### src/rtl/uart_word_tx_if.sv
// Write-side handshake for uart_word_tx: a 64-bit word with its strobe, plus
// the back-pressure signal returned to the producer.
interface uart_word_tx_if;
    logic [63:0] uart_data;
    logic        uart_en;
    logic        uart_tx_ready;

    modport master (output uart_data, output uart_en, input uart_tx_ready);
    modport slave  (input uart_data, input uart_en, output uart_tx_ready);
endinterface

### src/rtl/uart_word_tx.sv
// Buffers 64-bit words in a small FIFO and sends each one MSB byte first as 8N1.
// Define UART_FRAME_HDR_EN to wrap each word as A5 + 8 data bytes + XOR checksum.
module uart_word_tx #(
    parameter int unsigned BAUD_DIV = 434,
    parameter int unsigned FIFO_AW  = 2
) (
    input  logic          uart_clk,
    input  logic          reset_n,
    uart_word_tx_if.slave wr,
    output logic          uart_txd,
    output logic          busy,
    output logic          overflow
);
    localparam int unsigned          DEPTH       = 1 << FIFO_AW;
    localparam logic [FIFO_AW:0]     FULL_CNT    = (FIFO_AW + 1)'(DEPTH);
    localparam logic [FIFO_AW:0]     CNT_ONE     = (FIFO_AW + 1)'(1);
    localparam logic [FIFO_AW-1:0]   PTR_ONE     = FIFO_AW'(1);
    localparam logic [15:0]          BAUD_RELOAD = 16'(BAUD_DIV - 1);
`ifdef UART_FRAME_HDR_EN
    localparam logic [3:0]           LAST_BYTE   = 4'd9;
`else
    localparam logic [3:0]           LAST_BYTE   = 4'd7;
`endif

    typedef enum logic [2:0] {S_IDLE, S_LOAD, S_START, S_DATA, S_STOP} state_t;

    logic [63:0]        r_mem [DEPTH];
    logic [63:0]        r_rd_data;
    logic [FIFO_AW-1:0] r_wr_ptr;
    logic [FIFO_AW-1:0] r_rd_ptr;
    logic [FIFO_AW:0]   r_count;
    logic               r_overflow;

    state_t             r_state, w_state_next;
    logic [15:0]        r_baud, w_baud_next;
    logic [2:0]         r_bit, w_bit_next;
    logic [3:0]         r_byte, w_byte_next;
    logic [7:0]         r_shift, w_shift_next;
    logic [63:0]        r_word, w_word_next;
    logic               r_txd, w_txd_next;

    logic               w_ready;
    logic               w_push;
    logic               w_pop;
    logic               w_bit_end;
    logic [7:0]         w_word_bytes [8];
    logic [7:0]         w_first_byte;
    logic [7:0]         w_next_byte;

    assign w_ready   = (r_count != FULL_CNT);
    assign w_push    = wr.uart_en && w_ready;
    assign w_bit_end = (r_baud == 16'd0);

    assign wr.uart_tx_ready = w_ready;
    assign uart_txd         = r_txd;
    assign busy             = (r_state != S_IDLE) || (r_count != '0);
    assign overflow         = r_overflow;

    for (genvar gi = 0; gi < 8; gi++) begin : g_word_bytes
        assign w_word_bytes[gi] = r_word[63-8*gi -: 8];
    end

`ifdef UART_FRAME_HDR_EN
    logic [7:0] w_csum [9];
    assign w_csum[0] = 8'h00;
    for (genvar gi = 0; gi < 8; gi++) begin : g_csum
        assign w_csum[gi+1] = w_csum[gi] ^ w_word_bytes[gi];
    end
    // Byte index n (1..8) carries data byte n-1, which equals the current index.
    assign w_first_byte = 8'hA5;
    assign w_next_byte  = (r_byte == 4'd8) ? w_csum[8] : w_word_bytes[r_byte[2:0]];
`else
    assign w_first_byte = r_rd_data[63:56];
    assign w_next_byte  = w_word_bytes[r_byte[2:0] + 3'd1];
`endif

    // Word storage has no reset so it maps onto block RAM; the head word is
    // read every cycle and is already valid during LOAD.
    always_ff @(posedge uart_clk) begin
        if (w_push) begin
            r_mem[r_wr_ptr] <= wr.uart_data;
        end
        r_rd_data <= r_mem[r_rd_ptr];
    end

    always_comb begin
        w_state_next = r_state;
        w_baud_next  = r_baud;
        w_bit_next   = r_bit;
        w_byte_next  = r_byte;
        w_shift_next = r_shift;
        w_word_next  = r_word;
        w_pop        = 1'b0;
        w_txd_next   = 1'b1;
        case (r_state)
            S_IDLE: begin
                if (r_count != '0) w_state_next = S_LOAD;
            end
            S_LOAD: begin
                w_pop        = 1'b1;
                w_word_next  = r_rd_data;
                w_byte_next  = 4'd0;
                w_shift_next = w_first_byte;
                w_baud_next  = BAUD_RELOAD;
                w_state_next = S_START;
            end
            S_START: begin
                if (w_bit_end) begin
                    w_baud_next  = BAUD_RELOAD;
                    w_bit_next   = 3'd0;
                    w_state_next = S_DATA;
                end else begin
                    w_baud_next = r_baud - 16'd1;
                end
            end
            S_DATA: begin
                if (w_bit_end) begin
                    w_baud_next  = BAUD_RELOAD;
                    w_shift_next = {1'b0, r_shift[7:1]};
                    if (r_bit == 3'd7) w_state_next = S_STOP;
                    else               w_bit_next   = r_bit + 3'd1;
                end else begin
                    w_baud_next = r_baud - 16'd1;
                end
            end
            S_STOP: begin
                if (w_bit_end) begin
                    if (r_byte != LAST_BYTE) begin
                        w_byte_next  = r_byte + 4'd1;
                        w_shift_next = w_next_byte;
                        w_baud_next  = BAUD_RELOAD;
                        w_state_next = S_START;
                    end else if (r_count != '0) begin
                        w_state_next = S_LOAD;
                    end else begin
                        w_state_next = S_IDLE;
                    end
                end else begin
                    w_baud_next = r_baud - 16'd1;
                end
            end
            default: w_state_next = S_IDLE;
        endcase
        // Line level is registered from the next state so uart_txd is glitch-free.
        case (w_state_next)
            S_START: w_txd_next = 1'b0;
            S_DATA:  w_txd_next = w_shift_next[0];
            default: w_txd_next = 1'b1;
        endcase
    end

    always_ff @(posedge uart_clk or negedge reset_n) begin
        if (!reset_n) begin
            r_state    <= S_IDLE;
            r_baud     <= 16'd0;
            r_bit      <= 3'd0;
            r_byte     <= 4'd0;
            r_shift    <= 8'd0;
            r_word     <= 64'd0;
            r_txd      <= 1'b1;
            r_wr_ptr   <= '0;
            r_rd_ptr   <= '0;
            r_count    <= '0;
            r_overflow <= 1'b0;
        end else begin
            r_state <= w_state_next;
            r_baud  <= w_baud_next;
            r_bit   <= w_bit_next;
            r_byte  <= w_byte_next;
            r_shift <= w_shift_next;
            r_word  <= w_word_next;
            r_txd   <= w_txd_next;
            if (w_push) r_wr_ptr <= r_wr_ptr + PTR_ONE;
            if (w_pop)  r_rd_ptr <= r_rd_ptr + PTR_ONE;
            case ({w_push, w_pop})
                2'b10:   r_count <= r_count + CNT_ONE;
                2'b01:   r_count <= r_count - CNT_ONE;
                default: r_count <= r_count;
            endcase
            if (wr.uart_en && !w_ready) r_overflow <= 1'b1;
        end
    end
endmodule

### src/flat_wrapper.sv
// flat-port wrapper written by rule: the top's interface ports become plain ports
module uart_word_tx_flat 
#(
    parameter int unsigned BAUD_DIV = 434,
    parameter int unsigned FIFO_AW  = 2
)
  (uart_clk, reset_n, uart_txd, busy, overflow, wr_uart_data, wr_uart_en, wr_uart_tx_ready);
  uart_word_tx_if wr_i ();
  input  logic uart_clk;
  input  logic reset_n;
  output logic uart_txd;
  output logic busy;
  output logic overflow;
  input wire logic [$bits(wr_i.uart_data)-1:0] wr_uart_data;
  input wire logic [$bits(wr_i.uart_en)-1:0] wr_uart_en;
  output wire logic [$bits(wr_i.uart_tx_ready)-1:0] wr_uart_tx_ready;
  assign wr_i.uart_data = wr_uart_data;
  assign wr_i.uart_en = wr_uart_en;
  assign wr_uart_tx_ready = wr_i.uart_tx_ready;
  uart_word_tx #(.BAUD_DIV(BAUD_DIV), .FIFO_AW(FIFO_AW)) u_core (.uart_clk(uart_clk), .reset_n(reset_n), .wr(wr_i), .uart_txd(uart_txd), .busy(busy), .overflow(overflow));
endmodule
### config.mk
export PLATFORM = sky130hd
export DESIGN_NAME = uart_word_tx_flat
export DESIGN_NICKNAME = d
export VERILOG_FILES = /design/src/rtl/uart_word_tx_if.sv /design/src/rtl/uart_word_tx.sv /design/src/flat_wrapper.sv
export SDC_FILE = /design/constraint.sdc
export NUM_CORES = 1
export LEC_CHECK = 0
export CAP_MARGIN = 10
export CORE_MARGIN = 2
export CORE_UTILIZATION = 57
export DETAILED_ROUTE_END_ITERATION = 8
export DONT_BUFFER_PORTS = 1
export GPL_TIMING_DRIVEN = 0
export PLACE_DENSITY = 0.82
export SYNTH_ARGS = -nofsm -noshare
export SYNTH_HDL_FRONTEND = slang
export SYNTH_SLANG_ARGS = --single-unit
### constraint.sdc
create_clock -name uart_clk -period 2.4 [get_ports uart_clk]
set_input_delay 0.48 -clock uart_clk [delete_from_list [all_inputs] [get_ports uart_clk]]
set_output_delay 0.48 -clock uart_clk [all_outputs]
set_load 0.03 [all_outputs]
Word level (Yosys, flattened, before mapping)

Memories as Yosys holds them, arrays and structs flattened. A register that Yosys moved wholly into a read port is not among the register bits.
Cells that the tools add are included.

$add $sub $neg: 8
Magnitude comparators: 1
Equal/unequal tests: 17
Multiplexer cells: 31
Bitwise logic cells: 1
Reductions and logical operators: 18

Operator list:

| kind                                                     | number |
|---|---|
| two-way mux 16 bit                                       | 3 |
| one-hot mux 16 bit (3 select lines)                      | 1 |
| two-way mux 8 bit                                        | 5 |
| two-way mux 3 bit                                        | 9 |
| binary-select mux 8 bit (select 3 bit)                   | 1 |
| one-hot mux 8 bit (3 select lines)                       | 1 |
| zero test 16 bit                                         | 1 |
| subtractor 16 x 1 -> 16 bit, second input constant       | 1 |
| one-hot mux 3 bit (5 select lines)                       | 1 |
| == test 3 x 2 -> 1 bit, second input constant            | 4 |
| one-hot mux 3 bit (2 select lines)                       | 2 |
| nonzero test 3 bit                                       | 4 |
| adder 3 x 1 -> 3 bit, second input constant              | 3 |
| two-way mux 4 bit                                        | 2 |
| inequality test 2 x 1 -> 1 bit, second input constant    | 4 |
| one-hot mux 4 bit (2 select lines)                       | 1 |
| AND reduction 4 bit                                      | 2 |
| == test 3 bit, second input constant                     | 2 |
| inequality test 3 bit, second input constant             | 2 |
| nonzero test 2 bit                                       | 3 |
| adder 2 x 1 -> 2 bit, second input constant              | 2 |
| adder 4 x 1 -> 4 bit, second input constant              | 1 |
| greater-or-equal comparator 4 bit, second input constant | 1 |
| two-way mux 1 bit                                        | 4 |
| other kinds (15)                                         | 16 |

Register bits after elaboration: 107
Bits in writable memories: 256
Bits of input ports: 67
Output and inout bits: 4
Logic and storage cells: 89
Memories: 1

Memory list:

| memory       | depth | bits a word | read ports | clocked after Yosys merged registers in | wr ports | RTL line           | text |
|---|---|---|---|---|---|---|---|
| u_core.r_mem | 4     | 64          | 1          | 1                                       | 1        | uart_word_tx.sv:27 | `logic [63:0] r_mem [DEPTH];` |

Depth between registers and ports, before layout

Gate-level depths: netlist of the first run.

Depth after elaboration: 9
Depth in mapped cells: 12
Gate-level depth less buffers: 9

Worst setup path before layout of the first run

No wires, ideal clock.

Path kind: register -> register
From: register u_core.r_count[0]
To: memory u_core.r_mem[0][0], enable pin
Library setup time: 0.429 ns
Arrival time: 2.341 ns
Data required time: 1.971 ns
Slack: -0.370 ns
Stages on the path, launching flop included: 4
Buffers on the path: 0
Clock period less this slack: 2.770 ns
Path through: dfrtp_1 -> nor2_1 -> nand2_1 -> and3_1

Word-level cells in the longest chain between the ends: 4

Ends and longest elaborated chain:

| item                                    | RTL line            | text |
|---|---|---|
| start, declared                         | uart_word_tx.sv:31  | `logic [FIFO_AW:0] r_count;` |
| start signal, assigned                  | uart_word_tx.sv:176 | `2'b10: r_count <= r_count + CNT_ONE;` |
| start signal, assigned                  | uart_word_tx.sv:177 | `2'b01: r_count <= r_count - CNT_ONE;` |
| start signal, assigned                  | uart_word_tx.sv:178 | `default: r_count <= r_count;` |
| inequality test 3 bit                   | uart_word_tx.sv:50  | `assign w_ready = (r_count != FULL_CNT);` |
| via wr_uart_tx_ready                    | flat_wrapper.sv:16  | `output wire logic [$bits(wr_i.uart_tx_ready)-1:0] wr_uart_tx_ready;` |
| logical AND 1 bit                       | uart_word_tx.sv:51  | `assign w_push = wr.uart_en && w_ready;` |
| two-way mux 1 bit                       | uart_word_tx.sv:80  | `if (w_push) begin` |
| two-way mux 1 bit (not written as such) | uart_word_tx.sv:81  | `r_mem[r_wr_ptr] <= wr.uart_data;` |
| end, declared                           | uart_word_tx.sv:27  |  |

The timed path passes the listed nets, and every way through them passes these cells.

Final worst setup path of the first run

From: register u_core.r_state[1]
To: register u_core.r_baud[7]

Word-level cells in the longest chain between the ends: 4
Elaborated cells on any way between the ends: 9
Classes of those cells: 5 x eq/ne; 1 x mux; 3 x reduce/logical

Ends and longest elaborated chain:

| item                                 | RTL line            | text |
|---|---|---|
| start, declared                      | uart_word_tx.sv:34  | `state_t r_state, w_state_next;` |
| start signal, assigned               | uart_word_tx.sv:166 | `r_state <= w_state_next;` |
| == test 3 x 2 -> 1 bit               | uart_word_tx.sv:95  | `case (r_state)` |
| OR reduction 2 bit (no source line)  | n/a                 |  |
| nonzero test 3 bit (no source line)  | n/a                 |  |
| AND reduction 2 bit (no source line) | n/a                 |  |
| end signal, assigned                 | uart_word_tx.sv:167 | `r_baud <= w_baud_next;` |
| end, declared                        | uart_word_tx.sv:35  | `logic [15:0] r_baud, w_baud_next;` |

Parallel ways exist; a longest one is shown, timed or not.
A chain may end at the register's enable or synchronous reset.

==> results of run 1 <==
state kept, by name (all words and copies together), names as in the netlist, 2 cells and up:
| register | flops |
|---|---|
| u_core.r_mem | 256 |
| u_core.r_wr_ptr | 2 |
| u_core.r_count | 3 |
| u_core.r_word | 64 |
| u_core.r_bit | 3 |
| u_core.r_byte | 4 |
| u_core.r_rd_ptr | 2 |
| u_core.r_shift | 8 |
| u_core.r_state | 3 |
| u_core.r_rd_data | 64 |
| u_core.r_baud | 16 |
logic make-up after synthesis:
| family | count (synthesis) |
|---|---|
| simple gates | 302 |
| compound gates | 86 |
| xor+xnor | 9 |
| flops | 427 |
| buf+inv | 59 |
| mux | 90 |
| fa+ha+maj | 10 |
routing by layer:
layer | track usage, % | vias to the layer above | part of all wire (%)
met4 | 8.92 | 0 | 3.1
li1 | - | 3773 | -
met3 | 5.69 | 76 | 7.9
met5 | 0 | - | 0
met1 | 29.2 | 4457 | 39
met2 | 37.2 | 384 | 50
cell type report:
type	count	area, µm²
well taps	378	473
inverters	13	51.3
multi-input cells	497	4070
clock inverters	21	166
clock buffers	56	1220
repair buffers	15	193
fillers	1784	9580
plain buffers	43	226
flip-flops and latches	427	11600
worst paths after layout:
check | start | endpoint | slack, ns
min in group uart_clk | wr_uart_data[9] | u_core.r_mem[3][9] | 0.04
worst max-delay path | u_core.r_state[1] | u_core.r_baud[7] | 0.09
max in group asynchronous | reset_n | u_core.uart_txd | 2.52
worst min register to register | u_core.r_rd_data[34] | u_core.r_word[34] | 0.42
worst min-delay path | reset_n | u_core.overflow | -0.35
worst max register to register | u_core.r_state[1] | u_core.r_baud[7] | 0.09
layout by cell type (no fill, tap or decap), types with 3 or more instances in the layout:
cell type    n
xor2_1       3
o21a_1       3
a22o_1       3
nor2b_1      4
mux2i_1      8
o31ai_1      5
nand2b_1     3
nand4_1      7
a211o_1      6
edfxtp_1   256
and3_4       4
nand3_1      5
nor4_1       3
clkinv_1     3
ha_1         7
dfxtp_1     64
o21ai_0     23
a22oi_1      4
mux4_2      80
or3_1        4
xnor2_1      5
a31oi_1      6
clkbuf_8     5
buf_2        4
buf_16       4
clkbuf_1    27
dfrtp_1    106
buf_4       12
buf_1       10
or2_2        3
nand2_1    220
clkbuf_16   47
clkinv_2    11
nor3_1      10
nor2_1      22
a21oi_1     13
inv_1       11
stage by stage:
step,util (%),total power [mW],TNS [ns],instance area (µm²),std cells
global route,65.3,23.1,-0.0444,18100,1450
CTS,65.0,22.2,0,18000,1445
global placement,59.2,15.2,-92.58,16400,1361
floorplan,-,14.0,0,15900,983
detailed placement,59.7,15.5,-6.57,16500,1365
finish,65.3,22.1,0,18100,1450
worst max-delay path, cell delays in order, from the launching register on:
cell and delay [ns]:
dfrtp_1 0.37, buf_2 0.17, or3b_2 0.56, nand2_1 0.19
o21ai_1 0.17, clkbuf_1 0.26, o31ai_1 0.32, o31ai_1 0.13
repair_timing:
item                                   4_1_cts  5_1_grt
pin swaps                                    1        3
resized for setup                           20       13
setup buffers                                4        7
setup endpoints to repair                   32       27
endpoints found under the hold margin      107      107
where the power goes:
part | internal (mW) | leakage, nW | switching [mW] | total, mW
combinational | 2.04 | 1.84 | 2.41 | 4.45
clock | 3.81 | 0.695 | 2.70 | 6.51
sequential | 10.1 | 4.23 | 1.08 | 11.2
total | 15.9 | 6.76 | 6.18 | 22.1
==> results.cfg, run 1 <==
[sta]
worst_pin_slew_ns = 0.975
max_slew_margin_pct = 35.0
skew_ns = 0.0130
drv_slew = 0
finalSetupViolCount = 0
hold_ws_ns = -0.352
hold_violations = 107
rsz0062_at_grt = true
finalCritPeriodShare_pct = 96.2
fmax_mhz = 433
timing.final.ws_setup_ns = 0.0910
final.min_clock_period_ns = 2.31

[finish]
diodes = 0
drive_gt1_share_pct = 19.2
layout.nets = 1116
syn_to_final_growth_pct = 13.7

[placement]
portBuffers = 0
place_ws_ns = -0.428
hpwlAfterDp_um = 18900
gp_congestion = 0.843

[cts]
cts-root-buf = clkbuf_16
clk_pin_slew_ns = 0.07
clock_path_buffers = 3
cts.sinks = 427
cts_buffers = 42
clk_latency_ns = 0.53
cts_tree = done
ctsHtreeMaxLevel = 2

[route]
wirelength_um = 31600
via_per_inst = 5.99
wl_per_cell_um = 21.8
vias = 8690
first_iter_violations = 707
route.detailed.drc = 0
first_pass_iters = 5
drtAntennaViolNets = 0

[logic_synthesis]
synth_common_cells = 256 x edfxtp_1, 221 x nand2_1, 106 x dfrtp_1, 80 x mux4_2, 64 x dfxtp_1
synth_top_area_cell = edfxtp_1
synth_edf_count = 256
syn_nets = 1060
synthCells = 983
yosys-top-cells-area = edfxtp_1 48%, dfrtp_1 17%, mux4_2 11%
syn_area_mm2 = 0.0159
synth_top_family_by_area = multiplexers
async_flop_share_pct = 25.1
yosys.area.top_type_share_pct = 48.4
synth-simple-area-share_pct = 8.28
synth_seq_area_share_pct = 73.4
muxShareOfSynthArea_pct = 12.0
yosysMostFrequentCell = edfxtp_1
synth_compound_area_share_pct = 3.55
synth.avg_cell_area_um2 = 16.2
synth-xor-area-share_pct = 0.496
synthDistinctLibCells = 63
ys.flop_type = edfxtp_1
synth_warnings = 0
ys_seq_elements = 427
synthAdderAreaFrac_pct = 0.835

[power]
power.density_mw_per_mm2 = 1220
power.static_leakage_nw = 6.76
ir_worst_vdd_v = 0.000824

[outcome]
violations = negative hold slack
status = finished, violations left

[worst_setup_path]
arrival_ns = 2.71
end_kind = flip-flop
start_kind = flip-flop
worst-setup-path-type = flip-flop to flip-flop
cp.required_ns = 2.80
r2r_cells = 7
critical_path.max_fanout = 10

[die]
num_rows = 61
dieArea_mm2 = 0.0292
die_y_um = 171
pin_count = 71
initial_core_util_pct = 57.5
core_mm2 = 0.0276
fp.dieW_um = 171

[global_route]
grt_pass1_vias = 9103
antenna_found_initial = 0
grt-ovfl-total = 0
track_usage_pct = 22.6
grt_max_degree = 108
grt_pass1_wl_um = 49800

[min_path]
hold_path.class = primary input to async pin

[run]
max_cap_violations = 0
(Power assumes the default switching activity.)
==> run 2, diff against run 1 <==
--- a/config.mk
+++ b/config.mk
@@ -5,6 +5,7 @@
 export SDC_FILE = /design/constraint.sdc
 export NUM_CORES = 1
 export LEC_CHECK = 0
+export ABC_AREA = 1
 export CAP_MARGIN = 10
 export CORE_MARGIN = 2
 export CORE_UTILIZATION = 57
==> run 2 against run 1 <==
Effect of this change: first-iteration DRC count increased by 57%; largest cell class unchanged; sequential power barely moved; die area rose by 0.91%; the flow still finishes with violations (negative hold slack); via count grew 21%; clock skew fell by 0.0031 ns; register-to-register slack about the same; critical endpoint is now u_core.r_rd_data[52].
==> results.cfg, run 2 <==
[outcome]
status = finished, violations left
violations = negative hold slack

[global_route]
grt-ovfl-total = 0
grt_pass1_vias = 10680
track_usage_pct = 24.7
grt_max_degree = 108
grt_pass1_wl_um = 55800
antenna_found_initial = 0

[sta]
hold_ws_ns = -0.344
skew_ns = 0.00995
hold_violations = 107
worst_pin_slew_ns = 0.713
final.setup.tns_ns = 0
rsz0062_at_grt = false
final.min_clock_period_ns = 2.30
max_slew_margin_pct = 52.4
finalCritPeriodShare_pct = 95.7
fmax_mhz = 435
finalSetupViolCount = 0
drv_slew = 0

[finish]
largestRegisters = u_core.r_mem x256, u_core.r_rd_data x64, u_core.r_word x64
mostFrequentLayoutCells = 256 x edfxtp_1, 247 x nand2_1, 191 x o21ai_0, 183 x nor2_1, 106 x dfrtp_1
diodes = 0
layout.nets = 1496
top_register = u_core.r_mem
drive_gt1_share_pct = 8.06
largest_reg_flops = 256
fin_area_mm2 = 0.0181
syn_to_final_growth_pct = 12.8
layout_commonest_cell = edfxtp_1

[power]
ir_worst_vdd_v = 0.00111
power.density_mw_per_mm2 = 1320
p_sw_share_pct = 33.5
power_frac_seq_pct = 46.5
clockPowerShare_pct = 27.4
power.internal_mw = 15.8
pwr-share-comb_pct = 26.1
power_switching_mw = 7.98
power.static_leakage_nw = 6.88

[worst_setup_path]
r2r_start = u_core.r_rd_ptr[0]
crit_top_cell = clkbuf_1
path_delay_family = buffers and inverters
reg2reg_setup_slack_ns = 0.10
worst-setup-path-type = flip-flop to flip-flop
arrival_ns = 2.72
cp_slowest_stage_delay_ns = 0.56
critical_path.max_fanout = 10
critical_path.slowest_cell = clkbuf_1
crit_path_cell_trace = clkbuf_1, buf_2, clkbuf_1, nor2_1, o22ai_1
r2r_end = u_core.r_rd_data[52]
path_buf_inv = 3
end_kind = flip-flop
critPathLaunch = u_core.r_rd_ptr[0]
start_kind = flip-flop
cp.required_ns = 2.83
r2r_cells = 5

[cts]
cts_buffers = 42
ctsHtreeMaxLevel = 2
cts-root-buf = clkbuf_16
postCtsSetupBuffers = 0
clock_path_buffers = 3
clk_latency_ns = 0.53
clk_pin_slew_ns = 0.06
cts_tree = done
cts.sinks = 427

[logic_synthesis]
ys_seq_elements = 427
syn_area_mm2 = 0.0160
synth.avg_cell_area_um2 = 11.7
async_flop_share_pct = 25.1
ys.flop_type = edfxtp_1
yosys-top-cells-area = edfxtp_1 48%, dfrtp_1 17%, dfxtp_1 8.0%
synth_common_cells = 256 x edfxtp_1, 248 x nand2_1, 191 x o21ai_0, 187 x nor2_1, 106 x dfrtp_1
synth_edf_count = 256
synthCells = 1368
syn_nets = 1445
synth_seq_area_share_pct = 72.7
synth_warnings = 0
synthDistinctLibCells = 43
yosysMostFrequentCell = edfxtp_1
synth_top_area_cell = edfxtp_1
yosys.area.top_type_share_pct = 48.0

[die]
pin_count = 71
core_mm2 = 0.0277
dieArea_mm2 = 0.0295
num_rows = 61
die_y_um = 172
fp.dieW_um = 172
initial_core_util_pct = 57.8

[route]
met1_length_um = 14000
wl_met2_um = 18000
via_per_inst = 5.75
wirelength_um = 35700
wl_per_cell_um = 19.5
first_iter_violations = 1109
vias = 10526
route.detailed.drc = 0
drtAntennaViolNets = 0
dr_wl_met3_um = 2880
first_pass_iters = 5
top_layer = met4

[placement]
gp_congestion = 0.947
portBuffers = 0
placed_area_mm2 = 0.0167
hpwlAfterDp_um = 22400

[run]
max_cap_violations = 0

[min_path]
hold_path.class = primary input to async pin
==> run 2: cell count changes in the layout (fill, tap and decap cells not counted), sizes merged, moves of 8 or more <==
cell	before	now
nand3	6	26
nand2	221	256
mux4	80	0
mux2i	8	0
buf	31	16
inv	16	63
clkbuf	83	108
o21ai	25	198
o22ai	2	72
nor2	22	195
==> run 2: area by class of cell <==
| type | instances | area [µm²] |
|---|---|---|
| flip-flops and latches | 427 | 11600 |
| fillers | 1895 | 9620 |
| multi-input cells | 814 | 3940 |
| clock buffers | 53 | 1120 |
| well taps | 378 | 473 |
| plain buffers | 63 | 251 |
| clock inverters | 24 | 249 |
| inverters | 63 | 243 |
| repair buffers | 8 | 160 |
==> run 2: kinds of logic (layout without fill, tap and decap cells) <==
family          count (synthesis)  in the layout  synth area share (%)
compound gates                298            298                  10.2
fa+ha+maj                      10             10                 0.828
flops                         427            427                  72.7
xor+xnor                        9              9                 0.539
buf+inv                       127            211                  3.08
simple gates                  497            497                  12.7
==> run 2: power groups by stage <==
stage / clock network, mW / logic (mW) / registers (mW)
floorplan: 0 / 4.13 / 10.8
global placement: 0 / 5.64 / 11.1
detailed placement: 0 / 6.06 / 11.1
CTS: 6.56 / 6.16 / 11.0
global route: 6.89 / 6.92 / 11.2
finish: 6.52 / 6.22 / 11.0
==> run 2: metal layers <==
| metal | up-vias | track usage, % |
|---|---|---|
| met4 | 0 | 7.92 |
| li1 | 4851 | - |
| met1 | 5140 | 32.2 |
| met3 | 57 | 5.02 |
| met5 | - | 0 |
| met2 | 478 | 42.0 |
==> run 2: how the worst max path moves through the flow <==
stage	cells after the start	endpoint
3_5_place_dp	10	u_core.r_count[2]
4_1_cts	9	u_core.r_count[2]
6_report	5	u_core.r_rd_data[52]
2_1_floorplan	4	u_core.r_mem[0][0]
3_3_place_gp	4	u_core.r_mem[0][60]
5_1_grt	9	u_core.r_count[2]
==> run 2: through the flow <==
stage	util [%]	setup WS, ns	power [mW]	cells
2_1_floorplan	-	0.129	14.9	1368
3_3_place_gp	59.7	-0.727	16.7	1746
3_5_place_dp	60.3	-0.432	17.2	1754
4_1_cts	65.2	0.0179	23.7	1830
5_1_grt	65.3	0.0113	25.0	1830
6_report	65.3	0.104	23.8	1830
==> run 2: timing repair <==
action	in CTS	in global routing
endpoints found under the hold margin	107	107
endpoints found under the setup margin	2	1
resized for setup	1	3
pin swaps	0	0
==> run 3, diff against run 2 <==
--- a/config.mk
+++ b/config.mk
@@ -12,7 +12,7 @@
 export DETAILED_ROUTE_END_ITERATION = 8
 export DONT_BUFFER_PORTS = 1
 export GPL_TIMING_DRIVEN = 0
-export PLACE_DENSITY = 0.82
+export PLACE_DENSITY = 0.8
 export SYNTH_ARGS = -nofsm -noshare
 export SYNTH_HDL_FRONTEND = slang
 export SYNTH_SLANG_ARGS = --single-unit
==> run 3 against run 2 <==
Effect of this change: register-to-register slack lost 0.04 ns; utilization shrank 0.072 points; wire length shrank 3.1%; largest cell class unchanged; critical endpoint is now u_core.r_rd_data[51]; critical path type unchanged; the run still ends with negative hold slack left.
==> results.cfg, run 3 (synthesis results as in run 2) <==
[sta]
final.setup.tns_ns = 0
hold_violations = 107
rsz0062_at_grt = false
drv_slew = 0
skew_ns = 0.0160
max_slew_margin_pct = 48.5
fmax_mhz = 429
finalCritPeriodShare_pct = 97.2
finalSetupViolCount = 0
final.min_clock_period_ns = 2.33
hold_ws_ns = -0.359
timing.final.ws_setup_ns = 0.0676
worst_pin_slew_ns = 0.771

[finish]
largest_reg_flops = 256
mostFrequentLayoutCells = 256 x edfxtp_1, 247 x nand2_1, 191 x o21ai_0, 183 x nor2_1, 106 x dfrtp_1
layout.nets = 1495
syn_to_final_growth_pct = 12.7
diodes = 0
drive_gt1_share_pct = 7.99
largestRegisters = u_core.r_mem x256, u_core.r_rd_data x64, u_core.r_word x64
utilization_pct = 65.2
fillCellCount = 1918
layout_commonest_cell = edfxtp_1
top_register = u_core.r_mem

[global_route]
grt-ovfl-total = 0
antenna_found_initial = 0
track_usage_pct = 24.1
grt_pass1_vias = 10469
grt_max_degree = 108
grt_pass1_wl_um = 54600

[die]
num_rows = 61
fp.dieW_um = 172
core_mm2 = 0.0277
dieArea_mm2 = 0.0295
die_y_um = 172
pin_count = 71
initial_core_util_pct = 57.8

[cts]
cts.sinks = 427
clk_pin_slew_ns = 0.06
postCtsSetupBuffers = 0
ctsHtreeMaxLevel = 2
clk_latency_ns = 0.54
clock_path_buffers = 3
cts_buffers = 41
cts_tree = done
cts-root-buf = clkbuf_16

[worst_setup_path]
critical_path.max_fanout = 10
start_kind = flip-flop
crit_top_cell = clkbuf_1
critical_path.slowest_cell = clkbuf_1
arrival_ns = 2.76
worst-setup-path-type = flip-flop to flip-flop
crit_path_cell_trace = clkbuf_1, buf_2, clkbuf_1, nor2_1, o22ai_1
r2r_cells = 5
cp_slowest_stage_delay_ns = 0.56
cp.required_ns = 2.83
end_kind = flip-flop

[min_path]
hold_path.class = primary input to async pin

[route]
first_iter_violations = 1029
wl_per_cell_um = 18.9
first_pass_iters = 5
drtAntennaViolNets = 0
vias = 10555
via_per_inst = 5.77
route.detailed.drc = 0
wirelength_um = 34600

[power]
ir_worst_vdd_v = 0.000782
power.static_leakage_nw = 6.86
power.density_mw_per_mm2 = 1300

[placement]
portBuffers = 0
place_ws_ns = -0.442
gp_congestion = 0.972
hpwlAfterDp_um = 21800

[run]
max_cap_violations = 0

[outcome]
status = finished, violations left
violations = negative hold slack
==> run 3: cell count changes in the layout (fill, tap and decap cells not counted), sizes merged <==
cell	change
bufinv	-1
clkinv	+2
clkbuf	-2
==> run 3: repair_timing <==
item	4_1_cts	5_1_grt
hold endpoints to repair	107	107
gates resized for setup	1	3
gates cloned	0	0
endpoints found under the setup margin	2	1
==> run 3: where the power goes <==
group | internal [mW] | switching [mW]
Combinational | 1.85 | 4.31
Clock | 3.70 | 2.70
Sequential | 10.1 | 0.923
==> run 3: final cells by class <==
cell class	count	area [µm²]	share of cell area (%)
Clock inverter	25	259	1.43
Clock buffer	51	1090	6.05
Inverter	63	243	1.34
Sequential cell	427	11600	64.5
Tap cell	378	473	2.62
Timing Repair Buffer	8	160	0.887
Multi-Input combinational cell	814	3940	21.8
Buffer	63	251	1.39
==> run 3: final timing paths <==
kind | from | end | slack (ns)
setup / recovery | u_core.r_rd_ptr[0] | u_core.r_rd_data[51] | 0.07
hold / removal | reset_n | u_core.overflow | -0.36
setup reg to reg | u_core.r_rd_ptr[0] | u_core.r_rd_data[51] | 0.07
hold reg to reg | u_core.r_rd_data[1] | u_core.r_word[1] | 0.43
max in group asynchronous | reset_n | u_core.r_baud[14] | 2.55
min in group uart_clk | wr_uart_data[15] | u_core.r_mem[0][15] | 0.03
==> run 3: per-layer routing <==
| metal | GRT usage (%) | wire length [µm] |
|---|---|---|
| met5 | 0 | 0 |
| met4 | 8.66 | 963 |
| met3 | 4.72 | 2640 |
| met2 | 39.5 | 17000 |
| met1 | 32.3 | 14000 |
==> run 3: per-stage QoR <==
step | cells | hold WS [ns] | total power, mW | instance area [µm²]
floorplan | 1368 | 0.184 | 14.9 | 16100
global placement | 1746 | 0.189 | 16.8 | 16500
detailed placement | 1754 | 0.189 | 17.1 | 16700
CTS | 1829 | -0.373 | 23.5 | 18000
global route | 1829 | -0.379 | 24.8 | 18100
finish | 1829 | -0.359 | 23.6 | 18100
==> run 3: worst max-delay path, delay by kind of cell (launching register included) <==
family                 cells  cell delay [ns]
AND/OR/NAND/NOR            1             0.11
flip-flops                 1             0.37
buffers and inverters      3             1.48
AO/OA/AOI/OAI              1             0.25
